==> config.mk <==
export PLATFORM = sky130hd
export DESIGN_NAME = fetch_unit_flat
export DESIGN_NICKNAME = d
export VERILOG_FILES = /design/src/rtl/rv32_pkg.sv /design/src/rtl/fetch_unit_if.sv /design/src/rtl/fetch_queue.sv /design/src/rtl/fetch_unit.sv /design/src/flat_wrapper.sv
export SDC_FILE = /design/constraint.sdc
export NUM_CORES = 1
export LEC_CHECK = 0
export ABC_AREA = 1
export CAP_MARGIN = 30
export CORE_ASPECT_RATIO = 0.9
export CORE_UTILIZATION = 29
export DETAILED_ROUTE_END_ITERATION = 16
export PLACE_DENSITY = 0.56
export SLEW_MARGIN = 20
export SYNTH_ARGS = -nofsm -noshare
export SYNTH_HDL_FRONTEND = slang
export SYNTH_HIERARCHICAL = 1
export SYNTH_SLANG_ARGS = --single-unit
==> constraint.sdc <==
create_clock -name clk -period 4.5 [get_ports clk]
set_input_delay 0.45 -clock clk [delete_from_list [all_inputs] [get_ports clk]]
set_output_delay 0.45 -clock clk [all_outputs]
set_load 0.01 [all_outputs]
==> src/rtl/rv32_pkg.sv <==
// Shared RV32 constants for the front-end: widths, reset vector, PC step, bubble encoding.
package rv32_pkg;

    localparam int          XLEN         = 32;
    localparam int          ILEN         = 32;
    localparam logic [31:0] RESET_VECTOR = 32'h0000_0000;
    localparam logic [31:0] PC_INC       = 32'd4;
    localparam logic [31:0] NOP          = 32'h0000_0013;

    function automatic logic [31:0] word_align(input logic [31:0] pc);
        return pc & ~32'h0000_0003;
    endfunction

endpackage

==> src/rtl/fetch_unit_if.sv <==
// Fetch front-end bus: instruction-memory request/response, redirect, and decode handshake.
interface fetch_unit_if #(
    parameter int XLEN   = 32,
    parameter int ADDR_W = 8
);
    logic              imem_req_o;
    logic [ADDR_W-1:0] imem_addr_o;
    logic [XLEN-1:0]   imem_rdata_i;
    logic              imem_rvalid_i;
    logic              redirect_i;
    logic [XLEN-1:0]   redirect_pc_i;
    logic              instr_valid_o;
    logic [XLEN-1:0]   instr_o;
    logic [XLEN-1:0]   instr_pc_o;
    logic              instr_ready_i;

    modport master (
        output imem_req_o, imem_addr_o, instr_valid_o, instr_o, instr_pc_o,
        input  imem_rdata_i, imem_rvalid_i, redirect_i, redirect_pc_i, instr_ready_i
    );

    modport slave (
        input  imem_req_o, imem_addr_o, instr_valid_o, instr_o, instr_pc_o,
        output imem_rdata_i, imem_rvalid_i, redirect_i, redirect_pc_i, instr_ready_i
    );
endinterface

==> src/rtl/fetch_queue.sv <==
// Circular prefetch FIFO of {pc, instr}; zero-cycle head read, flush empties it in one edge.
module fetch_queue #(
    parameter int DEPTH = 4,
    parameter int WIDTH = 64
) (
    input  logic                         clk,
    input  logic                         rst,
    input  logic                         push_i,
    input  logic                         pop_i,
    input  logic                         flush_i,
    input  logic [WIDTH-1:0]             data_i,
    output logic [WIDTH-1:0]             data_o,
    output logic [$clog2(DEPTH+1)-1:0]   count_o
);
    localparam int PTR_W = $clog2(DEPTH);
    localparam int CNT_W = $clog2(DEPTH+1);

    logic [WIDTH-1:0] mem_q [DEPTH];
    logic [PTR_W-1:0] rd_ptr_q, wr_ptr_q;
    logic [CNT_W-1:0] count_q;

    always_ff @(posedge clk) begin
        if (push_i && !flush_i) begin
            mem_q[wr_ptr_q] <= data_i;
        end
    end

    // Power-of-two depth lets the pointers wrap by plain overflow.
    always_ff @(posedge clk) begin
        if (rst || flush_i) begin
            rd_ptr_q <= '0;
            wr_ptr_q <= '0;
            count_q  <= '0;
        end else begin
            if (push_i) wr_ptr_q <= wr_ptr_q + PTR_W'(1);
            if (pop_i)  rd_ptr_q <= rd_ptr_q + PTR_W'(1);
            case ({push_i, pop_i})
                2'b10:   count_q <= count_q + CNT_W'(1);
                2'b01:   count_q <= count_q - CNT_W'(1);
                default: count_q <= count_q;
            endcase
        end
    end

    assign data_o  = mem_q[rd_ptr_q];
    assign count_o = count_q;

endmodule

==> src/rtl/fetch_unit.sv <==
// Instruction fetch front-end: owns the PC, issues in-order imem requests, queues returns for decode.
// Redirect flushes the queue and drops responses still in flight for the old path.
module fetch_unit #(
    parameter int          XLEN         = rv32_pkg::XLEN,
    parameter int          ADDR_W       = 8,
    parameter int          DEPTH        = 4,
    parameter logic [31:0] RESET_VECTOR = rv32_pkg::RESET_VECTOR
) (
    input  logic          clk,
    input  logic          rst,
    fetch_unit_if.master  bus
);
    import rv32_pkg::*;

    localparam int               CNT_W   = $clog2(DEPTH+1);
    localparam logic [XLEN-1:0]  INC     = XLEN'(PC_INC);
    localparam logic [XLEN-1:0]  RST_PC  = XLEN'(RESET_VECTOR);
    localparam logic [CNT_W-1:0] CNT_ONE = CNT_W'(1);
    localparam logic [CNT_W:0]   CAP     = (CNT_W+1)'(DEPTH);

    logic [XLEN-1:0]   fetch_pc_q, fetch_pc_d;
    logic [XLEN-1:0]   resp_pc_q, resp_pc_d;
    logic [XLEN-1:0]   redir_pc;
    logic [CNT_W-1:0]  out_q, out_d;
    logic [CNT_W-1:0]  drop_q, drop_d;
    logic [CNT_W-1:0]  q_count;
    logic [2*XLEN-1:0] q_dout;
    logic              issue, resp_vld, push, pop, redir;

    assign redir    = bus.redirect_i && !rst;
    assign resp_vld = bus.imem_rvalid_i && !rst;
    assign redir_pc = bus.redirect_pc_i & ~XLEN'(3);

    // Queued plus outstanding never exceeds DEPTH, so every response has a slot.
    assign issue = !rst && !bus.redirect_i && (({1'b0, q_count} + {1'b0, out_q}) < CAP);
    assign push  = resp_vld && (drop_q == '0) && !bus.redirect_i;
    assign pop   = bus.instr_valid_o && bus.instr_ready_i;

    assign bus.imem_req_o    = issue;
    assign bus.imem_addr_o   = fetch_pc_q[ADDR_W+1:2];
    assign bus.instr_valid_o = !rst && !bus.redirect_i && (q_count != '0);
    assign bus.instr_o       = rst ? '0 : q_dout[XLEN-1:0];
    assign bus.instr_pc_o    = rst ? '0 : q_dout[2*XLEN-1:XLEN];

    always_comb begin
        fetch_pc_d = fetch_pc_q;
        resp_pc_d  = resp_pc_q;
        out_d      = out_q;
        drop_d     = drop_q;
        if (issue && !resp_vld) begin
            out_d = out_q + CNT_ONE;
        end else if (!issue && resp_vld) begin
            out_d = out_q - CNT_ONE;
        end
        if (redir) begin
            fetch_pc_d = redir_pc;
            resp_pc_d  = redir_pc;
            // A response landing in the redirect cycle is already discarded.
            drop_d     = resp_vld ? out_q - CNT_ONE : out_q;
        end else begin
            if (issue) fetch_pc_d = fetch_pc_q + INC;
            if (push)  resp_pc_d  = resp_pc_q + INC;
            if (resp_vld && (drop_q != '0)) drop_d = drop_q - CNT_ONE;
        end
    end

    always_ff @(posedge clk) begin
        if (rst) begin
            fetch_pc_q <= RST_PC;
            resp_pc_q  <= RST_PC;
            out_q      <= '0;
            drop_q     <= '0;
        end else begin
            fetch_pc_q <= fetch_pc_d;
            resp_pc_q  <= resp_pc_d;
            out_q      <= out_d;
            drop_q     <= drop_d;
        end
    end

    fetch_queue #(
        .DEPTH (DEPTH),
        .WIDTH (2*XLEN)
    ) u_queue (
        .clk     (clk),
        .rst     (rst),
        .push_i  (push),
        .pop_i   (pop),
        .flush_i (redir),
        .data_i  ({resp_pc_q, bus.imem_rdata_i}),
        .data_o  (q_dout),
        .count_o (q_count)
    );

    a_no_resp_when_full: assert property (@(posedge clk) disable iff (rst)
        !(resp_vld && (q_count == CNT_W'(DEPTH))));

endmodule

==> src/flat_wrapper.sv <==
// flat-port wrapper written by rule: the top's interface ports become plain ports
module fetch_unit_flat import rv32_pkg::*;
#(
    parameter int          XLEN         = rv32_pkg::XLEN,
    parameter int          ADDR_W       = 8,
    parameter int          DEPTH        = 4,
    parameter logic [31:0] RESET_VECTOR = rv32_pkg::RESET_VECTOR
)
  (clk, rst, bus_imem_req_o, bus_imem_addr_o, bus_instr_valid_o, bus_instr_o, bus_instr_pc_o, bus_imem_rdata_i, bus_imem_rvalid_i, bus_redirect_i, bus_redirect_pc_i, bus_instr_ready_i);
  fetch_unit_if #(.XLEN(XLEN), .ADDR_W(ADDR_W)) bus_i ();
  input  logic clk;
  input  logic rst;
  output wire logic [$bits(bus_i.imem_req_o)-1:0] bus_imem_req_o;
  output wire logic [$bits(bus_i.imem_addr_o)-1:0] bus_imem_addr_o;
  output wire logic [$bits(bus_i.instr_valid_o)-1:0] bus_instr_valid_o;
  output wire logic [$bits(bus_i.instr_o)-1:0] bus_instr_o;
  output wire logic [$bits(bus_i.instr_pc_o)-1:0] bus_instr_pc_o;
  input wire logic [$bits(bus_i.imem_rdata_i)-1:0] bus_imem_rdata_i;
  input wire logic [$bits(bus_i.imem_rvalid_i)-1:0] bus_imem_rvalid_i;
  input wire logic [$bits(bus_i.redirect_i)-1:0] bus_redirect_i;
  input wire logic [$bits(bus_i.redirect_pc_i)-1:0] bus_redirect_pc_i;
  input wire logic [$bits(bus_i.instr_ready_i)-1:0] bus_instr_ready_i;
  assign bus_imem_req_o = bus_i.imem_req_o;
  assign bus_imem_addr_o = bus_i.imem_addr_o;
  assign bus_instr_valid_o = bus_i.instr_valid_o;
  assign bus_instr_o = bus_i.instr_o;
  assign bus_instr_pc_o = bus_i.instr_pc_o;
  assign bus_i.imem_rdata_i = bus_imem_rdata_i;
  assign bus_i.imem_rvalid_i = bus_imem_rvalid_i;
  assign bus_i.redirect_i = bus_redirect_i;
  assign bus_i.redirect_pc_i = bus_redirect_pc_i;
  assign bus_i.instr_ready_i = bus_instr_ready_i;
  fetch_unit #(.XLEN(XLEN), .ADDR_W(ADDR_W), .DEPTH(DEPTH), .RESET_VECTOR(RESET_VECTOR)) u_core (.clk(clk), .rst(rst), .bus(bus_i));
endmodule
# --- After elaboration in Yosys (flattened, before gate mapping) ---
# Memory sizes are Yosys's and may differ from the RTL's. A register that Yosys moved wholly into a read port is not among the register bits.
# Index checks and enable logic that the tools add are counted.
word_totals:
  reg_bits: 77
  n_memories: 1
  output_inout_bits: 74
  elab_cells: 66
  ramBits: 256
  in_bits: 69
classes:
  muxes: 16
  add_sub_neg: 10
  n_reduce_logical: 27
  n_eq_ne: 2
  magnitude_cmp: 1
mem_list:
  columns: ["memory", "depth", "word_bits", "read_ports", "rd_ports_with_merged_regs", "wr", "line", "rtl"]
  rows:
  - ["u_core.u_queue.mem_q", 4, 64, 1, 1, 1, "fetch_queue.sv:18", "logic [WIDTH-1:0] mem_q [DEPTH];"]
ops:
  columns: ["operator", "count"]
  rows:
  - ["32-bit two-way mux", 6]
  - ["32-bit by 3-bit adder with 32-bit output, second input constant", 2]
  - ["3-bit two-way mux", 5]
  - ["1-bit logical AND", 12]
  - ["2-bit nonzero test", 5]
  - ["3-bit by 1-bit subtractor with 3-bit output, second input constant", 3]
  - ["3-bit by 1-bit adder with 3-bit output, second input constant", 2]
  - ["3-bit one-hot mux with 2 select lines", 1]
  - ["3-bit nonzero test", 2]
  - ["1-bit logical NOT", 5]
  - ["2-bit by 1-bit adder with 2-bit output, second input constant", 2]
  - ["3-bit by 3-bit adder with 4-bit output", 1]
  - ["4-bit by 3-bit less-than comparator with 1-bit output, second input constant", 1]
  - ["2-bit two-way mux", 2]
  - ["3-bit logical NOT", 1]
  - ["2-bit by 1-bit == test with 1-bit output, second input constant", 1]
  - ["2-bit == test, second input constant", 1]
  - ["1-bit two-way mux", 2]
  - ["2-bit OR reduction", 1]
  - ["1-bit logical OR", 1]

# --- Logic depth before layout (Yosys ltp) ---
depth:
  word_depth: 7
  depth_mapped: 15
  depth_no_buf: 14

# --- Hierarchy ---
# The synthesis kept the hierarchy.
by_module_without_submodules:
  columns: ["mod", "cells_per_inst", "area_per_inst_um2", "seq_area_each_um2", "n_inst"]
  rows:
  - ["fetch_queue", 676, 9942.0, 7867.5, 1]
  - ["fetch_unit", 632, 3594.7, 880.8, 1]

# --- Worst setup path after synthesis ---
# Ideal clock, no wire load.
synth_path:
  kind: "input -> register"
  start: "input rst"
  end: "memory u_core.u_queue.mem_q[0][0], enable pin"
  arrival_time_ps: 4186
  stages: 9
  setup_slack_ps: -172
  setup_ps: 486
  n_path_buf: 1
  required_ps: 4014
  path_cell_list: "inv_2 nand2_4 nor2_4 buf_4 inv_2 nor2_1 inv_1 or2_2 nor2_1"
synth_via:
  elab_chain_cells: 7
  elab_cells_between_ends: 9
  classes_between: "mux: 2; reduce/logical: 7"
synth_rtl:
  columns: ["element", "line", "rtl"]
  rows:
  - ["start: declaration", "flat_wrapper.sv:12", "input logic rst;"]
  - ["1-bit logical NOT", "fetch_unit.sv:31", "assign resp_vld = bus.imem_rvalid_i && !rst;"]
  - ["1-bit logical AND", "fetch_unit.sv:31", null]
  - ["1-bit logical AND (2 in a row)", "fetch_unit.sv:36", "assign push = resp_vld && (drop_q == '0) && !bus.redirect_i;"]
  - ["net u_core.push", "fetch_unit.sv:28", "logic issue, resp_vld, push, pop, redir;"]
  - ["1-bit logical AND", "fetch_queue.sv:23", "if (push_i && !flush_i) begin"]
  - ["1-bit two-way mux", "fetch_queue.sv:23", null]
  - ["1-bit two-way mux (implied by the code)", "fetch_queue.sv:24", "mem_q[wr_ptr_q] <= data_i;"]
  - ["end: declaration", "fetch_queue.sv:18", null]
# The timed path passes the listed nets, and every way through them passes these cells.

==> reports/results.ini <==
[cts]
clkTransAtPathRegs_ps=60
cts_root_buffer=clkbuf_16
hold_buffers=0
clock-sinks=309
cts_tree=built
clockBufferDepth=3
post_cts_buffers=0
htreeDepth=2
numCtsBuffers=34
clock_latency_ps=530
postCtsResizedCells=0

[global_routing]
grt_max_degree=91
antenna_found_initial=0
grt.total_usage=0.1403
grt_pass1_vias=9136
grt_pass1_wl_um=51830
overflow=0

[logic_synthesis]
synth_cells=1308
synth_area_um2=13540
async_flop_share=0
synth_ff_type=edfxtp_1
synth-edff-count=256
synth.distinct_cells=43
seq_area_frac_synth=0.6463
ys_ff_latch=309
yosys_warnings=6
avgSynthCellArea_um2=10.35

[sta]
finalHoldViolCount=0
tightest_slew_ps=845.2
relSlewSlack=0.4357
period_minus_slack_ps=3704
tns_ps=0
drv_slew=0
clock.fmax_ghz=0.2700
fin_skew_ps=19.09
post-route-period-util=0.8232
grt_setup_unrepaired=false
setup_viol=0

[final_layout]
finalCoreUtilization=0.3640
n_fill_cell=4602
drive_gt1_frac=0.06739
area_delta_synth_final_pct=22.98
multi_input_area_um2=3924
fin_cells=2077
regArea_um2=8753
nNetsFinal=1527
diodes=0

[pwr]
p_clk_frac=0.431
cellLeakagePower_nw=5.976
combPwrFrac=0.065
internal-power_mw=5.000
p_total_mw=6.426
powerDensity_nw_per_um2=386.0
ir_drop_mv=0.2362
p_seq_frac=0.503
power.switching_mw=1.426
switching_share=0.2219

[die]
coreArea_um2=45740
die_h_um=207.0
initial_core_util=0.2960
die-width_um=229.7
rows=74
ios=143
die_area_um2=47550

[routing]
dr.pass1.iters=5
drt_wl_total_um=33730
drc=0
ant_nets=0
vias=9638
routed_via_density=4.640
routedWlPerCell_um=16.24
drtIter0Drc=652

[place]
place.gp.congestion=0.7933
port_buffers=140
dpl.hpwl_um=20950
dp_cells=2014

[job]
maxCapViolations=0

[critical_path]
endpoint_kind=primary output
required_ps=4050
worstSetupStartpointType=flop
crit_type=reg2out
path_max_fanout=80
arrival_ps=3250

[status]
status=finished, final reports clean

[hold_path]
hold_path.class=reg2reg

per-stage QoR:
| stage | area, um2 | hold slack (ps) | setup slack, ps |
|---|---|---|---|
| 2_1_floorplan | 13560 | 411.5 | -172.3 |
| 3_3_place_gp | 15510 | 420.8 | 1088 |
| 3_5_place_dp | 15510 | 434.9 | 1085 |
| 4_1_cts | 16620 | 448.8 | 733.9 |
| 5_1_grt | 16650 | 476.4 | 518.0 |
| 6_report | 16650 | 446.6 | 795.7 |
power by group through the flow:
stage	clock [mW]	combinational [mW]	sequential, mW
floorplan	0	0.231	3.27
CTS	2.84	0.424	3.23
finish	2.77	0.420	3.23
detailed placement	0	0.422	3.29
global route	2.95	0.470	3.24
global placement	0	0.414	3.29
flip-flops by register name (all words and copies together) (netlist names), named ones only:
signal,cells
u_core/drop_q,3
u_core/fetch_pc_q,8
u_core/out_q,3
u_core/resp_pc_q,30
u_core/u_queue/count_o,3
u_core/u_queue/mem_q,256
u_core/u_queue/rd_ptr_q,2
u_core/u_queue/wr_ptr_q,2
synth_stat cells, types with 17 or more instances:
cell type	n	area (um2)
a21oi_1	40	200.2
buf_6	17	191.4
clkbuf_1	20	75.07
dfxtp_1	53	1061
edfxtp_1	256	7687
inv_1	124	465.5
nand2_1	145	544.3
nand3_1	35	175.2
nor2_1	266	998.5
o21ai_0	111	555.5
o21ai_1	58	290.3
o22ai_1	64	400.4
layer usage:
metal,part of all wire,global-route usage
met5,0,0
met4,0.012,0.03051
met3,0.043,0.02321
met2,0.45,0.2241
met1,0.49,0.2001
final cells by class:
type,count,area share
sequential,309,0.5258
inverter,131,0.02984
clock inverter,18,0.01263
tap,608,0.04570
clock buffer,44,0.05396
multi-input combinational,809,0.2357
timing repair buffer,158,0.09635
cells by family (layout without fill, tap and decap cells):
logic type                 after synthesis  in the layout  synth area share
AOI/OAI and AO/OA                      295            295            0.1189
DFF                                    309            309            0.6463
and+or+nand+nor                        480            480            0.1450
xor gates and xnor gates                11             11          0.007117
buffers and inverters                  197            351           0.06803
other                                    1              8         0.0002770
adders and majority gates               15             15           0.01442
layout by cell type (no fill, tap or decap), drive strengths merged:
cell           count
a211oi             4
a21oi             41
a31oi             11
and2               1
and3               2
buf               19
bufinv             4
clkbuf            44
clkdlybuf4s50    139
clkinv            11
clkinvlp           1
conb               8
dfxtp             53
edfxtp           256
fa                 1
ha                14
inv              133
nand2            149
nand3             35
nand3b             5
nand4              3
nor2             276
nor3               7
nor3b              1
o211ai             5
o21ai            169
o22ai             64
o31ai              1
or2                1
xnor2              6
xor2               5
worst max-delay path: stages (launching register included):
cell             delay [ps]
dfxtp_4                 710
buf_4                   730
o21ai_0                 210
o22ai_1                 190
inv_1                    60
nor2_1                  200
clkdlybuf4s50_1         590
worst paths after layout:
| check | from | end | slack, ps | cells after the start |
|---|---|---|---|---|
| min | u_core/u_queue/rd_ptr_q[1] | flop | 450 | 1 |
| min reg2reg | u_core/u_queue/rd_ptr_q[1] | flop | 450 | 1 |
| max | flop | bus_instr_pc_o[12] | 800 | 6 |
| max reg2reg | u_core/drop_q[0] | u_core/u_queue/mem_q[3][28] | 1590 | 10 |
Note: power is estimated with default switching activity, not from simulation.
